### config.mk
export PLATFORM = sky130hd
export DESIGN_NAME = pps_capture_flat
export DESIGN_NICKNAME = d
export VERILOG_FILES = /design/src/rtl/pps_capture_pkg.sv /design/src/rtl/pps_capture_if.sv /design/src/rtl/pps_capture_ts_fifo.sv /design/src/rtl/pps_capture.sv /design/src/flat_wrapper.sv
export SDC_FILE = /design/constraint.sdc
export NUM_CORES = 1
export LEC_CHECK = 0
export CAP_MARGIN = 5
export CELL_PAD_IN_SITES_DETAIL_PLACEMENT = 1
export CELL_PAD_IN_SITES_GLOBAL_PLACEMENT = 1
export CORE_ASPECT_RATIO = 2
export CORE_MARGIN = 4
export CORE_UTILIZATION = 50
export DETAILED_ROUTE_END_ITERATION = 10
export GPL_TIMING_DRIVEN = 0
export MAX_ROUTING_LAYER = met4
export PLACE_DENSITY_LB_ADDON = 0.1
export SLEW_MARGIN = 20
export SYNTH_ARGS = -nofsm -noshare
export SYNTH_HDL_FRONTEND = slang
export SYNTH_HIERARCHICAL = 1
export SYNTH_SLANG_ARGS = --single-unit
### constraint.sdc
create_clock -name clk -period 5.9 [get_ports clk]
set_input_delay 0.59 -clock clk [delete_from_list [all_inputs] [get_ports clk]]
set_output_delay 0.59 -clock clk [all_outputs]
set_load 0.005 [all_outputs]
### src/rtl/pps_capture_pkg.sv
// pps_capture_pkg: shared definitions for the PPS-input capture block.
//   RTC_W / SEC_W / NS_W : RTC time width and its seconds:nanoseconds split
//   pps_state_t          : capture state machine encoding
//   MIN_HIGH_LO/HI       : legal range of the MIN_HIGH qualifier
package pps_capture_pkg;

  localparam int unsigned RTC_W = 80;
  localparam int unsigned SEC_W = 48;
  localparam int unsigned NS_W  = 32;

  typedef struct packed {
    logic [SEC_W-1:0] sec;
    logic [NS_W-1:0]  ns;
  } rtc_t;

  localparam int unsigned MIN_HIGH_LO = 1;
  localparam int unsigned MIN_HIGH_HI = 255;

  typedef enum logic [1:0] {
    ST_WAIT_LOW = 2'd0,
    ST_ARMED    = 2'd1,
    ST_QUAL     = 2'd2,
    ST_HOLD     = 2'd3
  } pps_state_t;

  function automatic int unsigned clamp_min_high(input int unsigned v);
    if (v < MIN_HIGH_LO) return MIN_HIGH_LO;
    if (v > MIN_HIGH_HI) return MIN_HIGH_HI;
    return v;
  endfunction

endpackage

### src/rtl/pps_capture_if.sv
// pps_capture_if: register-block side of the PPS capture unit.
//   master : register block (drives clr_i / rd_i, observes status and head)
//   slave  : pps_capture
interface pps_capture_if;
  import pps_capture_pkg::*;

  logic             clr_i;
  logic             rd_i;
  logic [RTC_W-1:0] ts_o;
  logic             ts_vld_o;
  logic [3:0]       cnt_o;
  logic             ovf_o;
  logic [7:0]       glitch_cnt_o;
  logic             irq_o;

  modport master (
    output clr_i, rd_i,
    input  ts_o, ts_vld_o, cnt_o, ovf_o, glitch_cnt_o, irq_o
  );

  modport slave (
    input  clr_i, rd_i,
    output ts_o, ts_vld_o, cnt_o, ovf_o, glitch_cnt_o, irq_o
  );
endinterface

### src/rtl/pps_capture_ts_fifo.sv
// ts_fifo: show-ahead timestamp FIFO with registered head output.
//   i_flush  : synchronous flush, overrides push/pop
//   i_push   : write request, i_din data
//   i_pop    : pop head (ignored when empty)
//   o_dout   : registered head, valid while o_vld
//   o_cnt    : occupancy 0..DEPTH
//   o_push_ok: a write was accepted this cycle
//   o_drop   : a write was refused because the FIFO was full
module ts_fifo #(
  parameter int unsigned WIDTH = 80,
  parameter int unsigned DEPTH = 4
) (
  input  logic             clk,
  input  logic             rst_n,
  input  logic             i_flush,
  input  logic             i_push,
  input  logic [WIDTH-1:0] i_din,
  input  logic             i_pop,
  output logic [WIDTH-1:0] o_dout,
  output logic             o_vld,
  output logic [3:0]       o_cnt,
  output logic             o_push_ok,
  output logic             o_drop
);
  localparam int unsigned AW = $clog2(DEPTH);

  logic [AW:0]      r_wptr, r_rptr;
  logic [WIDTH-1:0] r_mem [DEPTH];
  logic [WIDTH-1:0] r_dout;
  logic             w_empty, w_full, w_pop, w_push;
  logic [AW:0]      w_cnt;
  logic [AW-1:0]    w_rd_nxt;

  assign w_empty  = (r_wptr == r_rptr);
  assign w_full   = (r_wptr[AW] != r_rptr[AW]) && (r_wptr[AW-1:0] == r_rptr[AW-1:0]);
  assign w_cnt    = r_wptr - r_rptr;
  assign w_rd_nxt = r_rptr[AW-1:0] + 1'b1;

  assign w_pop  = i_pop && !w_empty && !i_flush;
  // Full with a pop in the same cycle frees the slot being written.
  assign w_push = i_push && (!w_full || w_pop) && !i_flush;

  assign o_drop    = i_push && w_full && !w_pop && !i_flush;
  assign o_push_ok = w_push;
  assign o_vld     = !w_empty;
  assign o_cnt     = 4'(w_cnt);
  assign o_dout    = r_dout;

  always_ff @(posedge clk) begin
    if (w_push) r_mem[r_wptr[AW-1:0]] <= i_din;
  end

  always_ff @(posedge clk or negedge rst_n) begin
    if (!rst_n) begin
      r_wptr <= '0;
      r_rptr <= '0;
      r_dout <= '0;
    end else if (i_flush) begin
      r_wptr <= '0;
      r_rptr <= '0;
      r_dout <= '0;
    end else begin
      if (w_push) r_wptr <= r_wptr + 1'b1;
      if (w_pop)  r_rptr <= r_rptr + 1'b1;
      // Head register tracks what the head will be after this cycle.
      if (w_push && w_empty)
        r_dout <= i_din;
      else if (w_pop)
        r_dout <= (w_push && (w_cnt == (AW+1)'(1))) ? i_din : r_mem[w_rd_nxt];
    end
  end
endmodule

### src/rtl/pps_capture.sv
// pps_capture: synchronizes and qualifies an external PPS input and latches
// the RTC time at the qualified rising edge into a small timestamp FIFO.
//   clk, rst_n : core clock / async active-low reset
//   pps_i      : external PPS (asynchronous)
//   rtc_std_i  : current RTC time {sec[47:0], ns[31:0]}
//   cap_en_i   : capture enable (gates arming only)
//   bus        : register-block port (clr/rd in; head, status, irq out)
module pps_capture
  import pps_capture_pkg::*;
#(
  parameter int unsigned SYNC_STAGES = 2,
  parameter int unsigned MIN_HIGH    = 8,
  parameter int unsigned FIFO_DEPTH  = 4
) (
  input  logic             clk,
  input  logic             rst_n,
  input  logic             pps_i,
  input  logic [RTC_W-1:0] rtc_std_i,
  input  logic             cap_en_i,
  pps_capture_if.slave     bus
);
  localparam logic [7:0] MH = 8'(clamp_min_high(MIN_HIGH));

  logic [SYNC_STAGES-1:0] r_sync;
  logic [RTC_W-1:0]       r_dly [SYNC_STAGES];
  pps_state_t             r_state;
  logic [7:0]             r_hi_cnt;
  logic [7:0]             r_glitch_cnt;
  logic [RTC_W-1:0]       r_pend_ts;
  logic                   r_commit;
  logic                   r_ovf;
  logic                   r_irq;

  logic                   w_pps_s;
  logic [RTC_W-1:0]       w_aligned;
  logic                   w_glitch;
  logic                   w_push_ok, w_drop;

  assign w_pps_s   = r_sync[SYNC_STAGES-1];
  assign w_aligned = r_dly[SYNC_STAGES-1];
  assign w_glitch  = (r_state == ST_QUAL) && !w_pps_s;

  // Synchronizer resets to ones so the reset state never reads as a low;
  // a pps_i held high across reset release is therefore not captured.
  always_ff @(posedge clk or negedge rst_n) begin
    if (!rst_n) begin
      r_sync <= '1;
      for (int unsigned i = 0; i < SYNC_STAGES; i++) r_dly[i] <= '0;
    end else begin
      r_sync   <= {r_sync[SYNC_STAGES-2:0], pps_i};
      r_dly[0] <= rtc_std_i;
      for (int unsigned i = 1; i < SYNC_STAGES; i++) r_dly[i] <= r_dly[i-1];
    end
  end

  always_ff @(posedge clk or negedge rst_n) begin
    if (!rst_n) begin
      r_state      <= ST_WAIT_LOW;
      r_hi_cnt     <= '0;
      r_pend_ts    <= '0;
      r_commit     <= 1'b0;
      r_glitch_cnt <= '0;
    end else begin
      r_commit <= 1'b0;
      if (bus.clr_i)
        r_glitch_cnt <= '0;
      else if (w_glitch && (r_glitch_cnt != 8'hFF))
        r_glitch_cnt <= r_glitch_cnt + 8'd1;

      unique case (r_state)
        ST_WAIT_LOW: if (!w_pps_s && cap_en_i) r_state <= ST_ARMED;
        ST_ARMED: begin
          if (!cap_en_i)
            r_state <= ST_WAIT_LOW;
          else if (w_pps_s) begin
            r_pend_ts <= w_aligned;
            r_hi_cnt  <= 8'd1;
            if (MH == 8'd1) begin
              r_commit <= 1'b1;
              r_state  <= ST_HOLD;
            end else begin
              r_state  <= ST_QUAL;
            end
          end
        end
        ST_QUAL: begin
          if (w_pps_s) begin
            r_hi_cnt <= r_hi_cnt + 8'd1;
            if (r_hi_cnt + 8'd1 == MH) begin
              r_commit <= 1'b1;
              r_state  <= ST_HOLD;
            end
          end else begin
            r_state <= ST_ARMED;
          end
        end
        ST_HOLD: if (!w_pps_s) r_state <= ST_WAIT_LOW;
        default: r_state <= ST_WAIT_LOW;
      endcase
    end
  end

  ts_fifo #(
    .WIDTH(RTC_W),
    .DEPTH(FIFO_DEPTH)
  ) u_fifo (
    .clk       (clk),
    .rst_n     (rst_n),
    .i_flush   (bus.clr_i),
    .i_push    (r_commit),
    .i_din     (r_pend_ts),
    .i_pop     (bus.rd_i),
    .o_dout    (bus.ts_o),
    .o_vld     (bus.ts_vld_o),
    .o_cnt     (bus.cnt_o),
    .o_push_ok (w_push_ok),
    .o_drop    (w_drop)
  );

  always_ff @(posedge clk or negedge rst_n) begin
    if (!rst_n) begin
      r_ovf <= 1'b0;
      r_irq <= 1'b0;
    end else begin
      r_irq <= w_push_ok;
      if (bus.clr_i)   r_ovf <= 1'b0;
      else if (w_drop) r_ovf <= 1'b1;
    end
  end

  assign bus.ovf_o        = r_ovf;
  assign bus.irq_o        = r_irq;
  assign bus.glitch_cnt_o = r_glitch_cnt;
endmodule

### src/flat_wrapper.sv
// flat-port wrapper written by rule: the top's interface ports become plain ports
module pps_capture_flat import pps_capture_pkg::*;
#(
  parameter int unsigned SYNC_STAGES = 2,
  parameter int unsigned MIN_HIGH    = 8,
  parameter int unsigned FIFO_DEPTH  = 4
)
  (clk, rst_n, pps_i, rtc_std_i, cap_en_i, bus_clr_i, bus_rd_i, bus_ts_o, bus_ts_vld_o, bus_cnt_o, bus_ovf_o, bus_glitch_cnt_o, bus_irq_o);
  pps_capture_if bus_i ();
  input  logic clk;
  input  logic rst_n;
  input  logic pps_i;
  input  logic [RTC_W-1:0] rtc_std_i;
  input  logic cap_en_i;
  input wire logic [$bits(bus_i.clr_i)-1:0] bus_clr_i;
  input wire logic [$bits(bus_i.rd_i)-1:0] bus_rd_i;
  output wire logic [$bits(bus_i.ts_o)-1:0] bus_ts_o;
  output wire logic [$bits(bus_i.ts_vld_o)-1:0] bus_ts_vld_o;
  output wire logic [$bits(bus_i.cnt_o)-1:0] bus_cnt_o;
  output wire logic [$bits(bus_i.ovf_o)-1:0] bus_ovf_o;
  output wire logic [$bits(bus_i.glitch_cnt_o)-1:0] bus_glitch_cnt_o;
  output wire logic [$bits(bus_i.irq_o)-1:0] bus_irq_o;
  assign bus_i.clr_i = bus_clr_i;
  assign bus_i.rd_i = bus_rd_i;
  assign bus_ts_o = bus_i.ts_o;
  assign bus_ts_vld_o = bus_i.ts_vld_o;
  assign bus_cnt_o = bus_i.cnt_o;
  assign bus_ovf_o = bus_i.ovf_o;
  assign bus_glitch_cnt_o = bus_i.glitch_cnt_o;
  assign bus_irq_o = bus_i.irq_o;
  pps_capture #(.SYNC_STAGES(SYNC_STAGES), .MIN_HIGH(MIN_HIGH), .FIFO_DEPTH(FIFO_DEPTH)) u_core (.clk(clk), .rst_n(rst_n), .pps_i(pps_i), .rtc_std_i(rtc_std_i), .cap_en_i(cap_en_i), .bus(bus_i));
endmodule
==> impl_metrics.sql, run 1 <==
INSERT INTO impl_metrics (metric_group, metric, value, unit) VALUES
('grt', 'grt_start_max_net_pins', '100', ''),
('worst_setup_path', 'timing.critical_path.cells', 'inv_1 > ha_1 > fa_1 > xor3_2 > clkdlybuf4s50_1', ''),
('min_path', 'hp-class', 'flip-flop to flip-flop', ''),
('synthesis', 'synth_most_common_cell', 'sky130_fd_sc_hd__dfrtp_1', ''),
('synthesis', 'post_synth_inst_count', '1271', ''),
('power_and_ir_drop', 'pwr_density_cell', '347', 'nW/um^2'),
('timing', 'finalHoldWorstSlack', '0.330', 'ns'),
('die', 'floorplan.die_area', '52000', 'sq um'),
('die', 'dieWidth', '163', 'microns'),
('worst_setup_path', 'crit_path_max_fanout', '4', ''),
('clocking', 'tritoncts_clock_tree', 'yes', ''),
('clocking', 'clock_network_latency_to_the_later_pin_of_the_worst_skew_pair', '0.61', 'ns'),
('timing', 'fmax', '321', 'MHz'),
('clocking', 'tritoncts.num_buffers', '57', ''),
('timing', 'rsz0062_at_grt', 'no', ''),
('placement', 'post-place-cells', '2095', ''),
('placement', 'place.gp.congestion', '0.708', ''),
('synthesis', 'edff_count_synth', '320', ''),
('worst_setup_path', 'worstPathRequired', '5.31', 'ns'),
('finish', 'filler_cell_count', '4192', ''),
('finish', 'nets', '1620', ''),
('timing', 'slew_headroom', '33.9', '%'),
('clocking', 'cts_buffer_depth', '3', ''),
('route', 'routed_wirelength', '50.5', 'mm'),
('timing', 'worst_pin_slew', '0.992', 'ns'),
('worst_setup_path', 'cpLargestDelayFamily', 'buffers and inverters', ''),
('route', 'vias', '11805', ''),
('placement', 'place_ws', '2.36', 'ns'),
('synthesis', 'post-synth-top-area-fraction', '39.8', '%'),
('die', 'boundaryPins', '181', ''),
('timing', 'final-setup-viol-count', '0', ''),
('synthesis', 'synth-async-reset-ratio', '52.2', '%'),
('worst_setup_path', 'cp_data_arrival_time', '2.52', 'ns'),
('die', 'core_area', '47600', 'sq um'),
('run', 'total_of_max_cap_violations', '0', ''),
('outcome', 'outcome', 'finished, final reports clean', ''),
('synthesis', 'syn-num-nets', '1368', ''),
('synthesis', 'seq_area_frac_synth', '76.1', '%'),
('power_and_ir_drop', 'leak_pwr', '11.4', 'nW'),
('finish', 'final_cells', '2204', ''),
('worst_setup_path', 'cp-start-kind', 'flip-flop', ''),
('synthesis', 'synth.lib_cells_used.distinct', '49', ''),
('synthesis', 'yosysTopAreaCell', 'sky130_fd_sc_hd__edfxtp_1', ''),
('worst_setup_path', 'cp.buffers_inverters', '2', ''),
('synthesis', 'post_synth.cell_area_avg', '19.0', 'sq um'),
('finish', 'final_layout_size_suffix_gt1_share', '24.3', '%'),
('route', 'drt-vias-per-instance', '5.36', ''),
('timing', 'finalHoldViolCount', '0', ''),
('route', 'drcViolationCount', '0', ''),
('timing', 'finalCriticalPeriod', '3.11', 'ns'),
('synthesis', 'synth.top_cells.by_area', 'sky130_fd_sc_hd__edfxtp_1 40%, sky130_fd_sc_hd__dfrtp_1 36%, sky130_fd_sc_hd__mux4_2 7.5%', ''),
('die', 'initial_utilization', '50.6', '%'),
('die', 'placementRows', '113', ''),
('timing', 'final.period_utilization', '52.8', '%'),
('route', 'ant_nets', '0', ''),
('finish', 'antennaDiodeCount', '0', ''),
('synthesis', 'synthesis_stage_register_bit_count', '669', ''),
('placement', 'port-buffer-count', '179', ''),
('timing', 'clock-skew-final', '0.0251', 'ns'),
('synthesis', 'synth_commonest_cells', '347 x sky130_fd_sc_hd__dfrtp_1, 320 x sky130_fd_sc_hd__edfxtp_1, 95 x sky130_fd_sc_hd__nand2_1, 81 x sky130_fd_sc_hd__mux2i_1', ''),
('placement', 'dp.final_hpwl', '32.3', 'mm'),
('route', 'routed_wire_per_std_cell', '22.9', 'microns'),
('worst_setup_path', 'timing.critical_path.slowest_stage_cell', 'sky130_fd_sc_hd__clkdlybuf4s50_1', ''),
('clocking', 'cts.sink_count', '669', ''),
('route', 'drt-initial-drc-count', '525', ''),
('synthesis', 'yosys_warnings', '6', ''),
('timing', 'finalMaxSlewViolations', '0', ''),
('finish', 'syn2layout_area_growth', '20.4', '%'),
('grt', 'grt_overflow_total', '0', ''),
('die', 'die_h', '319', 'microns'),
('worst_setup_path', 'critical_path.endpoint_type', 'primary output', '');
[metrics by stage]
step	cell area (sq um)	TNS (ns)	util, %	power (mW)
after floorplan	24100	0	-	5.90
after global placement	26700	-4235.89	56.0	6.20
after detailed placement	27100	0	56.8	6.28
after CTS	29000	0	60.9	10.2
after global routing	29000	0	60.9	10.5
final	29000	0	60.9	10.1
[cell type report]
| class | instances | area (sq um) | share of cell area [%] |
|---|---|---|---|
| Sequential cell | 669 | 18300 | 63.2 |
| Multi-Input combinational cell | 535 | 5390 | 18.5 |
| Timing Repair Buffer | 193 | 2130 | 7.35 |
| Clock buffer | 80 | 1650 | 5.67 |
| Tap cell | 632 | 791 | 2.72 |
| Buffer | 57 | 367 | 1.26 |
| Clock inverter | 28 | 324 | 1.12 |
| Inverter | 10 | 40.0 | 0.138 |
[power by group]
group	total [mW]	switching (mW)	internal, mW
sequential	5.66	0.314	5.35
combinational	0.503	0.208	0.294
clock	3.90	1.68	2.22
[what timing repair did]
item,in CTS,in global routing
setup buffers,0,0
hold endpoints to repair,25,0
hold buffers,1,0
gates resized for setup,0,0
[routing by layer]
metal	vias up	share of wire, %	global-route usage [%]
li1	5243	-	-
met1	6249	39	25.1
met2	242	55	36.8
met3	71	3.9	3.15
met4	0	2.4	5.52
met5	-	0	-
[cells in the final DEF (no fill, tap or decap), types with 4 or more instances in the layout]
cell and instances:
sky130_fd_sc_hd__dfrtp_1 347, sky130_fd_sc_hd__clkdlybuf4s50_1 178, sky130_fd_sc_hd__nand2_1 95, sky130_fd_sc_hd__xor2_1 7
sky130_fd_sc_hd__o21ai_0 12, sky130_fd_sc_hd__o21ai_1 12, sky130_fd_sc_hd__mux4_2 80, sky130_fd_sc_hd__o21ai_2 71
sky130_fd_sc_hd__buf_2 10, sky130_fd_sc_hd__clkbuf_1 39, sky130_fd_sc_hd__buf_8 8, sky130_fd_sc_hd__buf_4 10
sky130_fd_sc_hd__clkinv_2 9, sky130_fd_sc_hd__xnor2_1 7, sky130_fd_sc_hd__mux2_2 80, sky130_fd_sc_hd__edfxtp_1 320
sky130_fd_sc_hd__buf_12 5, sky130_fd_sc_hd__clkbuf_8 9, sky130_fd_sc_hd__clkinvlp_4 4, sky130_fd_sc_hd__buf_16 9
sky130_fd_sc_hd__nand3_1 10, sky130_fd_sc_hd__mux2i_1 81, sky130_fd_sc_hd__a21oi_1 6, sky130_fd_sc_hd__nor2_1 21
sky130_fd_sc_hd__bufinv_16 6, sky130_fd_sc_hd__inv_1 9, sky130_fd_sc_hd__or3_1 4, sky130_fd_sc_hd__ha_1 10
sky130_fd_sc_hd__clkbuf_16 59
[logic make-up (layout without fill, tap and decap cells)]
| kind of cell | Yosys count | in the layout | share of synthesized area (%) |
|---|---|---|---|
| buffers and inverters | 67 | 368 | 1.69 |
| xor gates and xnor gates | 15 | 15 | 0.612 |
| DFF | 669 | 669 | 76.1 |
| other | 1 | 1 | 0.0155 |
| adders and majority gates | 11 | 11 | 0.602 |
| AOI/OAI and AO/OA | 112 | 112 | 3.65 |
| and+or+nand+nor | 155 | 155 | 2.82 |
| muxes | 241 | 241 | 14.6 |
[final timing paths]
path                                                          start                                   end  slack (ns)  depth (start not counted)
min in group asynchronous                                     rst_n      u_core/r_pend_ts[28]$_DFFE_PN0P_        0.55                          2
worst min-delay path                     u_core/r_dly[81]$_DFF_PN0_         u_core/w_aligned[1]$_DFF_PN0_        0.33                          0
worst max register to register  u_core/u_fifo/r_wptr[0]$_DFFE_PN0P_  u_core/u_fifo/r_mem[3][43]$_DFFE_PP_        3.04                          8
max in group asynchronous                                     rst_n            u_core/r_sync[0]$_DFF_PN1_        4.04                          4
worst max-delay path            u_core/u_fifo/r_wptr[0]$_DFFE_PN0P_                          bus_cnt_o[2]        2.79                          5
worst min register to register           u_core/r_dly[81]$_DFF_PN0_         u_core/w_aligned[1]$_DFF_PN0_        0.33                          0
[flip-flops by register name, summed over array words and instances, names as in the netlist]
signal,flops
u_core/bus.glitch_cnt_o,8
u_core/r_dly,80
u_core/bus.irq_o,1
u_core/r_hi_cnt,8
u_core/u_fifo/r_mem,320
u_core/r_state,2
u_core/u_fifo/o_dout,80
u_core/bus.ovf_o,1
u_core/r_commit,1
u_core/u_fifo/r_wptr,3
u_core/r_pend_ts,80
u_core/u_fifo/r_rptr,3
u_core/r_sync,2
u_core/w_aligned,80
(Power assumes the default switching activity.)
==> run 2, diff against run 1 <==
- CORE_UTILIZATION: 50 -> 45
- clock period: 5.9 -> 2.8 ns (I/O delays scaled with it)
==> run 2 against run 1 <==
Count of clock-buffer cells in the layout did not move. Via count rose by 0.30%. Cell area rose by 0.86%. Combinational power rose by 110%. Utilization fell by 5.5 points. Wire length rose by 2.2%.
==> impl_metrics.sql, run 2 (synthesis results as in run 1) <==
INSERT INTO impl_metrics (metric_group, metric, value, unit) VALUES
('worst_setup_path', 'endpoint', 'bus_ts_vld_o', ''),
('grt', 'grt_antenna_before_repair', '1', ''),
('worst_setup_path', 'timing.critical_path.cells', 'inv_1 > ha_1 > and3_4 > inv_4 > clkdlybuf4s50_1', ''),
('power_and_ir_drop', 'intPower', '17.0', 'mW'),
('power_and_ir_drop', 'peak_supply_drop', '611', 'uV'),
('placement', 'place.gp.congestion', '0.723', ''),
('worst_setup_path', 'r2r-end', 'u_core/u_fifo/o_dout[63]$_DFFE_PN0P_', ''),
('route', 'drt-initial-drc-count', '483', ''),
('timing', 'final-setup-viol-count', '0', ''),
('power_and_ir_drop', 'clock_power_share', '39.8', '%'),
('power_and_ir_drop', 'net-switching-power', '4.62', 'mW'),
('timing', 'final.period_utilization', '96.4', '%'),
('die', 'boundaryPins', '181', ''),
('die', 'floorplan.die_area', '57600', 'sq um'),
('power_and_ir_drop', 'pwr_density_cell', '737', 'nW/um^2'),
('die', 'placementRows', '119', ''),
('finish', 'largest_register_ffs', '320', ''),
('grt', 'first_pass_grt_wire_length', '80.6', 'mm'),
('worst_setup_path', 'critical_path.endpoint_type', 'primary output', ''),
('finish', 'nets', '1626', ''),
('timing', 'rsz0062_at_grt', 'no', ''),
('route', 'routed_wirelength', '51.6', 'mm'),
('clocking', 'cts.sink_count', '669', ''),
('outcome', 'outcome', 'finished, final reports clean', ''),
('clocking', 'tritoncts.num_buffers', '59', ''),
('worst_setup_path', 'ff2ff_path_depth', '5', ''),
('worst_setup_path', 'crit_path_max_fanout', '6', ''),
('worst_setup_path', 'cpPeakStageDelay', '0.62', 'ns'),
('finish', 'filler_cell_count', '4739', ''),
('finish', 'final_layout_size_suffix_gt1_share', '24.9', '%'),
('worst_setup_path', 'timing_worst_setup_path_type', 'flip-flop to primary output', ''),
('power_and_ir_drop', 'combinationalPowerShare', '4.9', '%'),
('timing', 'finalHoldViolCount', '0', ''),
('grt', 'grt_start_max_net_pins', '86', ''),
('timing', 'finalMaxSlewViolations', '0', ''),
('route', 'drt_pass1_iterations', '4', ''),
('worst_setup_path', 'critical_path.reg2reg.startpoint', 'u_core/u_fifo/r_rptr[1]$_DFFE_PN0P_', ''),
('timing', 'finalWorstSetupSlack', '0.0994', 'ns'),
('min_path', 'hp-class', 'primary input to flip-flop', ''),
('power_and_ir_drop', 'seq_pwr_share', '55.3', '%'),
('finish', 'most-common-layout-cells', '347 x sky130_fd_sc_hd__dfrtp_1, 320 x sky130_fd_sc_hd__edfxtp_1, 176 x sky130_fd_sc_hd__clkdlybuf4s50_1', ''),
('route', 'drt-vias-per-instance', '5.27', ''),
('grt', 'grt-busiest-layer', 'met2', ''),
('worst_setup_path', 'cp-start-kind', 'flip-flop', ''),
('timing', 'slew_headroom', '32.6', '%'),
('clocking', 'tritoncts_clock_tree', 'yes', ''),
('grt', 'met1_usage', '22.5', '%'),
('grt', 'grt_overflow_total', '0', ''),
('route', 'vias', '11840', ''),
('clocking', 'clock_network_latency_to_the_later_pin_of_the_worst_skew_pair', '0.60', 'ns'),
('placement', 'dp.final_hpwl', '33.6', 'mm'),
('grt', 'grt_usage', '19.0', '%'),
('die', 'dieWidth', '172', 'microns'),
('timing', 'fmax', '370', 'MHz'),
('finish', 'final_common_cell', 'sky130_fd_sc_hd__dfrtp_1', ''),
('route', 'drcViolationCount', '0', ''),
('grt', 'grt_pass1_vias', '13432', ''),
('die', 'core_area', '52900', 'sq um'),
('power_and_ir_drop', 'power.switching_fraction', '21.4', '%'),
('die', 'die_h', '335', 'microns'),
('route', 'routed_wire_per_std_cell', '23.0', 'microns'),
('timing', 'finalHoldWorstSlack', '0.0978', 'ns'),
('placement', 'place_ws', '-0.319', 'ns'),
('timing', 'worst_pin_slew', '1.01', 'ns'),
('worst_setup_path', 'rrSetupSlack', '0.15', 'ns'),
('grt', 'met3_track_demand_over_resource', '2.78', '%'),
('worst_setup_path', 'timing.critical_path.slowest_stage_cell', 'sky130_fd_sc_hd__clkdlybuf4s50_1', ''),
('clocking', 'htreeDepth', '2', ''),
('clocking', 'cts_buffer_depth', '3', ''),
('route', 'ant_nets', '0', ''),
('clocking', 'clkSlewWorstSetupHoldPaths', '0.06', 'ns'),
('run', 'total_of_max_cap_violations', '0', ''),
('die', 'initial_utilization', '45.6', '%'),
('timing', 'finalCriticalPeriod', '2.70', 'ns'),
('clocking', 'cts-root-buf', 'sky130_fd_sc_hd__clkbuf_16', ''),
('power_and_ir_drop', 'leak_pwr', '11.6', 'nW'),
('finish', 'syn2layout_area_growth', '21.4', '%'),
('worst_setup_path', 'worstPathRequired', '2.52', 'ns'),
('grt', 'grt.met2_usage', '34.0', '%'),
('timing', 'setup_total_negative_slack', '0', 'ns'),
('timing', 'clock-skew-final', '0.0172', 'ns'),
('worst_setup_path', 'cp_data_arrival_time', '2.42', 'ns'),
('worst_setup_path', 'critPathLaunch', 'u_core/u_fifo/r_wptr[0]$_DFFE_PN0P_', ''),
('placement', 'port-buffer-count', '179', '');
==> run 2: power groups by stage <==
stage	combinational (mW)	clock (mW)	sequential (mW)
3_5_place_dp	1.08	0	12.1
6_report	1.07	8.59	11.9
2_1_floorplan	0.547	0	11.9
3_3_place_gp	1.02	0	12.1
5_1_grt	1.19	9.27	12.0
4_1_cts	1.10	8.88	11.9
==> run 2: routing by layer <==
metal / vias up / share of wire, %
met2: 235 / 55
met4: 0 / 2.2
met1: 6271 / 39
li1: 5263 / -
met5: - / 0
met3: 71 / 4.1
==> run 2: what timing repair did <==
action | in CTS | in global routing
pin swaps | 1 | 1
endpoints found under the hold margin | 63 | 0
endpoints found under the setup margin | 67 | 11
setup buffers | 1 | 3
hold buffers | 1 | 0
gates resized for setup | 1 | 3
==> run 2: worst min-delay path by stage <==
stage / start / endpoint / cells past startpoint
after global routing: pps_i / u_core/r_sync[0]$_DFF_PN1_ / 1
after global placement: u_core/r_dly[82]$_DFF_PN0_ / u_core/w_aligned[2]$_DFF_PN0_ / 0
final: pps_i / u_core/r_sync[0]$_DFF_PN1_ / 1
after detailed placement: rst_n / u_core/u_fifo/o_dout[39]$_DFFE_PN0P_ / 1
after floorplan: rst_n / u_core/bus.glitch_cnt_o[0]$_DFFE_PN0P_ / 0
after CTS: pps_i / u_core/r_sync[0]$_DFF_PN1_ / 1
==> run 2: area by class of cell <==
cell class,count,area (sq um),share of cell area [%]
plain buffers,56,364,1.24
flip-flops and latches,669,18300,62.7
clock inverters,31,337,1.15
clock buffers,80,1760,6.02
diodes,1,2.50,0.00855
repair buffers,198,2210,7.56
well taps,665,832,2.84
multi-input cells,535,5390,18.4
inverters,10,40.0,0.137
==> run 2: worst max-delay path: cells and delay by family, from the launching register on <==
family	cells	cell delay, ns
fa+ha+maj	1	0.41
buf+inv	3	0.83
flops	1	0.38
simple gates	1	0.21
==> run 2: metrics by stage <==
| step | area [sq um] | cells | total power, mW | util (%) |
|---|---|---|---|---|
| 2_1_floorplan | 24100 | 1271 | 12.4 | - |
| 3_3_place_gp | 26800 | 2115 | 13.1 | 50.6 |
| 3_5_place_dp | 27100 | 2129 | 13.2 | 51.3 |
| 4_1_cts | 29200 | 2241 | 21.9 | 55.3 |
| 5_1_grt | 29300 | 2245 | 22.5 | 55.4 |
| 6_report | 29300 | 2245 | 21.6 | 55.4 |
==> run 3, diff against run 2 <==
- CELL_PAD_IN_SITES_DETAIL_PLACEMENT: 1 -> 0
- GPL_TIMING_DRIVEN: 0 -> default
==> run 3 against run 2 <==
Clock power fell by 8.3%. Critical path depth fell by 1. Die area did not move. Largest cell class unchanged. Total power fell by 3.2%. Fmax rose by 1.2%. Combinational power barely moved. Count of clock-buffer cells in the layout rose by 4.
==> impl_metrics.sql, run 3 (synthesis results as in run 1) <==
INSERT INTO impl_metrics (metric_group, metric, value, unit) VALUES
('timing', 'setup_total_negative_slack', '0', 'ns'),
('timing', 'fmax', '375', 'MHz'),
('die', 'boundaryPins', '181', ''),
('timing', 'finalHoldWorstSlack', '0.0923', 'ns'),
('route', 'ant_nets', '0', ''),
('placement', 'port-buffer-count', '179', ''),
('route', 'routed_wirelength', '48.7', 'mm'),
('finish', 'final_layout_size_suffix_gt1_share', '24.4', '%'),
('route', 'vias', '11677', ''),
('finish', 'most-common-layout-cells', '346 x sky130_fd_sc_hd__dfrtp_1, 320 x sky130_fd_sc_hd__edfxtp_1, 176 x sky130_fd_sc_hd__clkdlybuf4s50_1', ''),
('power_and_ir_drop', 'clock_power_share', '37.7', '%'),
('route', 'drt-vias-per-instance', '5.29', ''),
('power_and_ir_drop', 'peak_supply_drop', '507', 'uV'),
('clocking', 'clock_network_latency_to_the_later_pin_of_the_worst_skew_pair', '0.60', 'ns'),
('power_and_ir_drop', 'intPower', '16.3', 'mW'),
('min_path', 'hp-class', 'primary input to flip-flop', ''),
('power_and_ir_drop', 'seq_pwr_share', '57.2', '%'),
('outcome', 'outcome', 'finished, final reports clean', ''),
('finish', 'syn2layout_area_growth', '19.9', '%'),
('timing', 'worst_pin_slew', '0.925', 'ns'),
('worst_setup_path', 'worstPathRequired', '2.52', 'ns'),
('power_and_ir_drop', 'combinationalPowerShare', '5.0', '%'),
('worst_setup_path', 'endpoint', 'bus_ts_vld_o', ''),
('worst_setup_path', 'cpLargestDelayFamily', 'buffers and inverters', ''),
('route', 'drt_pass1_iterations', '5', ''),
('power_and_ir_drop', 'net-switching-power', '4.55', 'mW'),
('power_and_ir_drop', 'pwr_density_cell', '722', 'nW/um^2'),
('die', 'initial_utilization', '45.6', '%'),
('run', 'total_of_max_cap_violations', '0', ''),
('clocking', 'cts.sink_count', '669', ''),
('worst_setup_path', 'cp.buffers_inverters', '2', ''),
('timing', 'final.period_utilization', '95.3', '%'),
('die', 'dieWidth', '172', 'microns'),
('timing', 'finalMaxSlewViolations', '0', ''),
('clocking', 'clkSlewWorstSetupHoldPaths', '0.07', 'ns'),
('die', 'core_area', '52900', 'sq um'),
('grt', 'grt_pass1_vias', '12897', ''),
('timing', 'final-setup-viol-count', '0', ''),
('worst_setup_path', 'cp-start-kind', 'flip-flop', ''),
('route', 'routed_wire_per_std_cell', '22.1', 'microns'),
('finish', 'filler_cell_count', '4219', ''),
('grt', 'grt_usage', '17.8', '%'),
('route', 'drt-initial-drc-count', '529', ''),
('worst_setup_path', 'ff2ff_path_depth', '8', ''),
('worst_setup_path', 'critical_path.endpoint_type', 'primary output', ''),
('worst_setup_path', 'r2r-end', 'u_core/u_fifo/o_dout[50]$_DFFE_PN0P_', ''),
('worst_setup_path', 'cpPeakStageDelay', '0.59', 'ns'),
('die', 'floorplan.die_area', '57600', 'sq um'),
('placement', 'dp.final_hpwl', '29.1', 'mm'),
('worst_setup_path', 'timing.critical_path.cells', 'ha_1 > and3_4 > inv_4 > clkdlybuf4s50_1', ''),
('grt', 'grt_antenna_before_repair', '0', ''),
('finish', 'nets', '1590', ''),
('worst_setup_path', 'timing.critical_path.slowest_stage_cell', 'sky130_fd_sc_hd__clkdlybuf4s50_1', ''),
('worst_setup_path', 'timing.critical_path.depth', '4', ''),
('clocking', 'cts-root-buf', 'sky130_fd_sc_hd__clkbuf_16', ''),
('finish', 'antennaDiodeCount', '0', ''),
('clocking', 'tritoncts.num_buffers', '58', ''),
('timing', 'finalCriticalPeriod', '2.67', 'ns'),
('timing', 'rsz0062_at_grt', 'no', ''),
('clocking', 'htreeDepth', '2', ''),
('worst_setup_path', 'critical_path.reg2reg.startpoint', 'u_core/u_fifo/r_rptr[0]$_DFFE_PN0P_', ''),
('route', 'drcViolationCount', '0', ''),
('power_and_ir_drop', 'power.switching_fraction', '21.8', '%'),
('worst_setup_path', 'rrSetupSlack', '0.34', 'ns'),
('worst_setup_path', 'crit_path_max_fanout', '6', ''),
('worst_setup_path', 'cp_data_arrival_time', '2.39', 'ns'),
('placement', 'place.gp.congestion', '0.738', ''),
('die', 'die_h', '335', 'microns'),
('grt', 'grt_start_max_net_pins', '94', ''),
('worst_setup_path', 'timing_worst_setup_path_type', 'flip-flop to primary output', ''),
('clocking', 'tritoncts_clock_tree', 'yes', ''),
('worst_setup_path', 'critPathLaunch', 'u_core/u_fifo/r_rptr[0]$_DFFE_PN0P_', ''),
('timing', 'slew_headroom', '38.4', '%'),
('die', 'placementRows', '119', ''),
('grt', 'grt_overflow_total', '0', ''),
('finish', 'final_common_cell', 'sky130_fd_sc_hd__dfrtp_1', ''),
('timing', 'finalHoldViolCount', '0', ''),
('clocking', 'cts_buffer_depth', '3', ''),
('power_and_ir_drop', 'leak_pwr', '11.3', 'nW'),
('finish', 'largest_register_ffs', '320', ''),
('grt', 'first_pass_grt_wire_length', '76.3', 'mm'),
('timing', 'clock-skew-final', '0.0127', 'ns');
-- run 3: area by class of cell --
cell class / instances / area [sq um] / area share [%]
inverters: 10 / 40.0 / 0.138
clock buffers: 84 / 1640 / 5.68
repair buffers: 219 / 2400 / 8.30
clock inverters: 25 / 239 / 0.826
well taps: 665 / 832 / 2.88
flip-flops and latches: 669 / 18300 / 63.4
multi-input cells: 535 / 5420 / 18.7
-- run 3: per-layer routing --
layer  GRT usage [%]  vias up  wire length [microns]  share of wire (%)
met1            21.9     6123                  19300                 40
met5               -        -                      0                  0
met4            5.38        0                   1350                2.8
met2            30.2      266                  25700                 53
met3            3.15       93                   2330                4.8
li1                -     5195                      -                  -
-- run 3: timing repair --
action,4_1_cts,5_1_grt
setup buffers,0,0
hold buffers,1,0
endpoints found under the hold margin,51,0
cloned,0,0
gates resized for setup,1,1
setup endpoints to repair,1,1
-- run 3: worst min path at each step --
stage	startpoint	end	slack [ns]	cells after the start
2_1_floorplan	rst_n	u_core/bus.glitch_cnt_o[0]$_DFFE_PN0P_	-0.02	0
3_3_place_gp	rst_n	u_core/r_pend_ts[39]$_DFFE_PN0P_	0.22	1
3_5_place_dp	rst_n	u_core/w_aligned[39]$_DFF_PN0_	0.22	1
4_1_cts	pps_i	u_core/r_sync[0]$_DFF_PN1_	0.06	1
5_1_grt	pps_i	u_core/r_sync[0]$_DFF_PN1_	0.06	1
6_report	pps_i	u_core/r_sync[0]$_DFF_PN1_	0.09	1
-- run 3: stage by stage --
| step | cells | area, sq um | total power [mW] | setup WS, ns | utilization [%] |
|---|---|---|---|---|---|
| finish | 2207 | 28900 | 20.9 | 0.131 | 54.7 |
| global route | 2207 | 28900 | 21.8 | 0.0296 | 54.7 |
| CTS | 2207 | 28900 | 21.2 | 0.0747 | 54.7 |
| detailed placement | 2097 | 27000 | 13.3 | 0.323 | 51.1 |
| global placement | 2097 | 27000 | 13.2 | 0.348 | 51.1 |
| floorplan | 1271 | 24100 | 12.4 | 0.0665 | - |
-- run 3: worst register-to-register path: stages (launching register included) --
cell                      delay [ns]
sky130_fd_sc_hd__dfrtp_4        0.51
sky130_fd_sc_hd__ha_1           0.21
sky130_fd_sc_hd__fa_1           0.37
sky130_fd_sc_hd__xor3_2         0.22
sky130_fd_sc_hd__nor3_1         0.07
sky130_fd_sc_hd__o21ai_4        0.20
sky130_fd_sc_hd__buf_12         0.37
sky130_fd_sc_hd__mux2i_1        0.33
sky130_fd_sc_hd__o21ai_2        0.06
-- run 3: power groups by stage --
stage          clock network, mW  registers [mW]  logic [mW]
2_1_floorplan                  0            11.9       0.547
3_3_place_gp                   0            12.1        1.05
3_5_place_dp                   0            12.2        1.08
4_1_cts                     8.15            12.0        1.09
5_1_grt                     8.56            12.1        1.18
6_report                    7.88            12.0        1.05
==> RTL change: new RTL, config.mk and constraints of run 1 <==
Reset style: synchronous (`rst_n`), changed in 4 clocked blocks. Comments in the files are not updated.
--- a/src/rtl/pps_capture_ts_fifo.sv
+++ b/src/rtl/pps_capture_ts_fifo.sv
@@ -50,7 +50,7 @@
     if (w_push) r_mem[r_wptr[AW-1:0]] <= i_din;
   end
 
-  always_ff @(posedge clk or negedge rst_n) begin
+  always_ff @(posedge clk) begin
     if (!rst_n) begin
       r_wptr <= '0;
       r_rptr <= '0;
--- a/src/rtl/pps_capture.sv
+++ b/src/rtl/pps_capture.sv
@@ -42,7 +42,7 @@
 
   // Synchronizer resets to ones so the reset state never reads as a low;
   // a pps_i held high across reset release is therefore not captured.
-  always_ff @(posedge clk or negedge rst_n) begin
+  always_ff @(posedge clk) begin
     if (!rst_n) begin
       r_sync <= '1;
       for (int unsigned i = 0; i < SYNC_STAGES; i++) r_dly[i] <= '0;
@@ -53,7 +53,7 @@
     end
   end
 
-  always_ff @(posedge clk or negedge rst_n) begin
+  always_ff @(posedge clk) begin
     if (!rst_n) begin
       r_state      <= ST_WAIT_LOW;
       r_hi_cnt     <= '0;
@@ -117,7 +117,7 @@
     .o_drop    (w_drop)
   );
 
-  always_ff @(posedge clk or negedge rst_n) begin
+  always_ff @(posedge clk) begin
     if (!rst_n) begin
       r_ovf <= 1'b0;
       r_irq <= 1'b0;
Function: same outputs for any inputs over 4 cycles, from zero or initial values and one cycle with rst_n low; that may be too few to reach the edited logic, so the function may still have changed.
==> RTL change against run 1 <==
Clock skew fell by 0.0023 ns; highest routed layer unchanged; non-clock buffer count rose by 93; cell count rose by 23%; count of clock-buffer cells in the layout fell by 1; routed wire length rose by 33%; sequential cell count did not move; critical path type is now in2reg; via count rose by 36%; cell area rose by 2.3%; synthesized area rose by 4.0%; setup slack got worse by 0.44 ns; worst hold slack improved by 0.084 ns; first-iteration DRC count rose by 110%.
Power is not compared: it rests on default switching activity, and its combinational part moved more than twofold at a synthesized area within 25%.
==> RTL change: results (changes against run 1) <==
synth-xor-area-share_pct: 0.4439  # was 0.6121%
grt_pass1_vias: 17570  # was 13510
dieArea_mm2: 0.05403  # was 0.05203 mm²
antenna_found_initial: 1  # was 0
outcome: "finished clean"  # unchanged
gp_congestion: 0.8015  # was 0.7083
drive_gt1_share_pct: 14.21  # was 24.30%
cp_max_fo: 10  # was 4
synthMuxAreaShare_pct: 7.302  # was 14.57%
synth_flop_cell: "dfxtp_1"  # was dfrtp_1
grt_pass1_wl_um: 103100  # was 80540 µm
yosysUniqueCellTypes: 57  # was 49
ys_top_cells_by_area: "edfxtp_1 38%, dfxtp_1 28%, mux4_2 7.2%"  # was edfxtp_1 40%, dfrtp_1 36%, mux4_2 7.5%
met2_wirelength_um: 37620  # was 27840 µm
async_reset_ff_share_pct: 0  # was 52.17%
dp_hpwl_um: 45770  # was 32260 µm
skew_ns: 0.02283  # was 0.02514 ns
slowest_stage: "buf_1"  # was clkdlybuf4s50_1
synth-adder-area-share_pct: 0.5786  # was 0.6017%
drt_iter0_drc: 1128  # was 525
nets: 2125  # was 1620
wl_met1_um: 23650  # was 19450 µm
highest_layer: "met4"  # unchanged
grt_use_total_pct: 25.19  # was 20.83%
cts_made_buffers: 56  # was 57
area.growth.synth_to_final_pct: 18.35  # was 20.35%
syn_nets: 1882  # was 1368
firstDrtPassIters: 5  # was 4
crit_arrival_ns: 4.09  # was 2.52 ns
synth.top_cells.by_count: "349 x dfxtp_1, 320 x edfxtp_1, 175 x nand2_1"  # was 347 x dfrtp_1, 320 x edfxtp_1, 95 x nand2_1
slowest_delay_ns: 0.88  # was 0.59 ns
routed-wl-met3_um: 3296  # was 1961 µm
routedWlPerCell_um: 24.75  # was 22.90 µm
synth_compound_area_share_pct: 11.98  # was 3.652%
ys_seq_area_share_pct: 66.16  # was 76.05%
vias_per_cell: 5.890  # was 5.356
finalSetupTns_ns: 0  # unchanged
slew_headroom_pct: 20.87  # was 33.87%
[RTL change: through the flow]
step	instance area (µm²)	setup slack, ns	cells	hold WS (ns)
after floorplan	25080	2.414	1785	0.3863
after global placement	27680	0.2174	2607	0.4133
after detailed placement	27830	1.809	2613	0.3993
after CTS	29680	2.474	2719	0.4157
after global routing	29690	2.325	2719	0.4399
final	29690	2.346	2719	0.4144
[RTL change: per-layer routing]
layer	GRT usage, %	vias to the layer above
met4	9.578	0
li1	-	7180
met5	-	-
met3	3.115	163
met1	26.82	8168
met2	47.28	503
[RTL change: power groups by stage]
stage               Clock (mW)  Sequential, mW  Combinational (mW)
CTS                       3.85            4.89               0.175
global placement             0            4.99               0.167
floorplan                    0            4.98              0.0745
global route              4.02            4.89               0.185
finish                    3.76            4.89               0.172
detailed placement           0            4.99               0.173
[RTL change: layout make-up]
cell class                      instances  area (µm²)
Inverter                                7       31.28
Tap cell                              643       804.5
Sequential cell                       669       16600
Fill cell                            4792       19810
Timing Repair Buffer                  185        1927
Clock buffer                           79        1600
Buffer                                158       775.7
Multi-Input combinational cell        951        7696
Clock inverter                         27       256.5
[RTL change: worst paths after layout]
kind	from	end	slack (ns)	depth (start not counted)
setup / recovery	rst_n	u_core/u_fifo/o_dout[43]$_SDFFE_PP0P_	2.35	8
hold / removal	u_core/r_sync[0]$_SDFF_PN1_	u_core/r_sync[1]$_SDFF_PN1_	0.41	1
setup reg to reg	u_core/u_fifo/r_wptr[0]$_SDFFE_PP0P_	u_core/u_fifo/o_dout[35]$_SDFFE_PP0P_	2.52	8
hold reg to reg	u_core/r_sync[0]$_SDFF_PN1_	u_core/r_sync[1]$_SDFF_PN1_	0.41	1
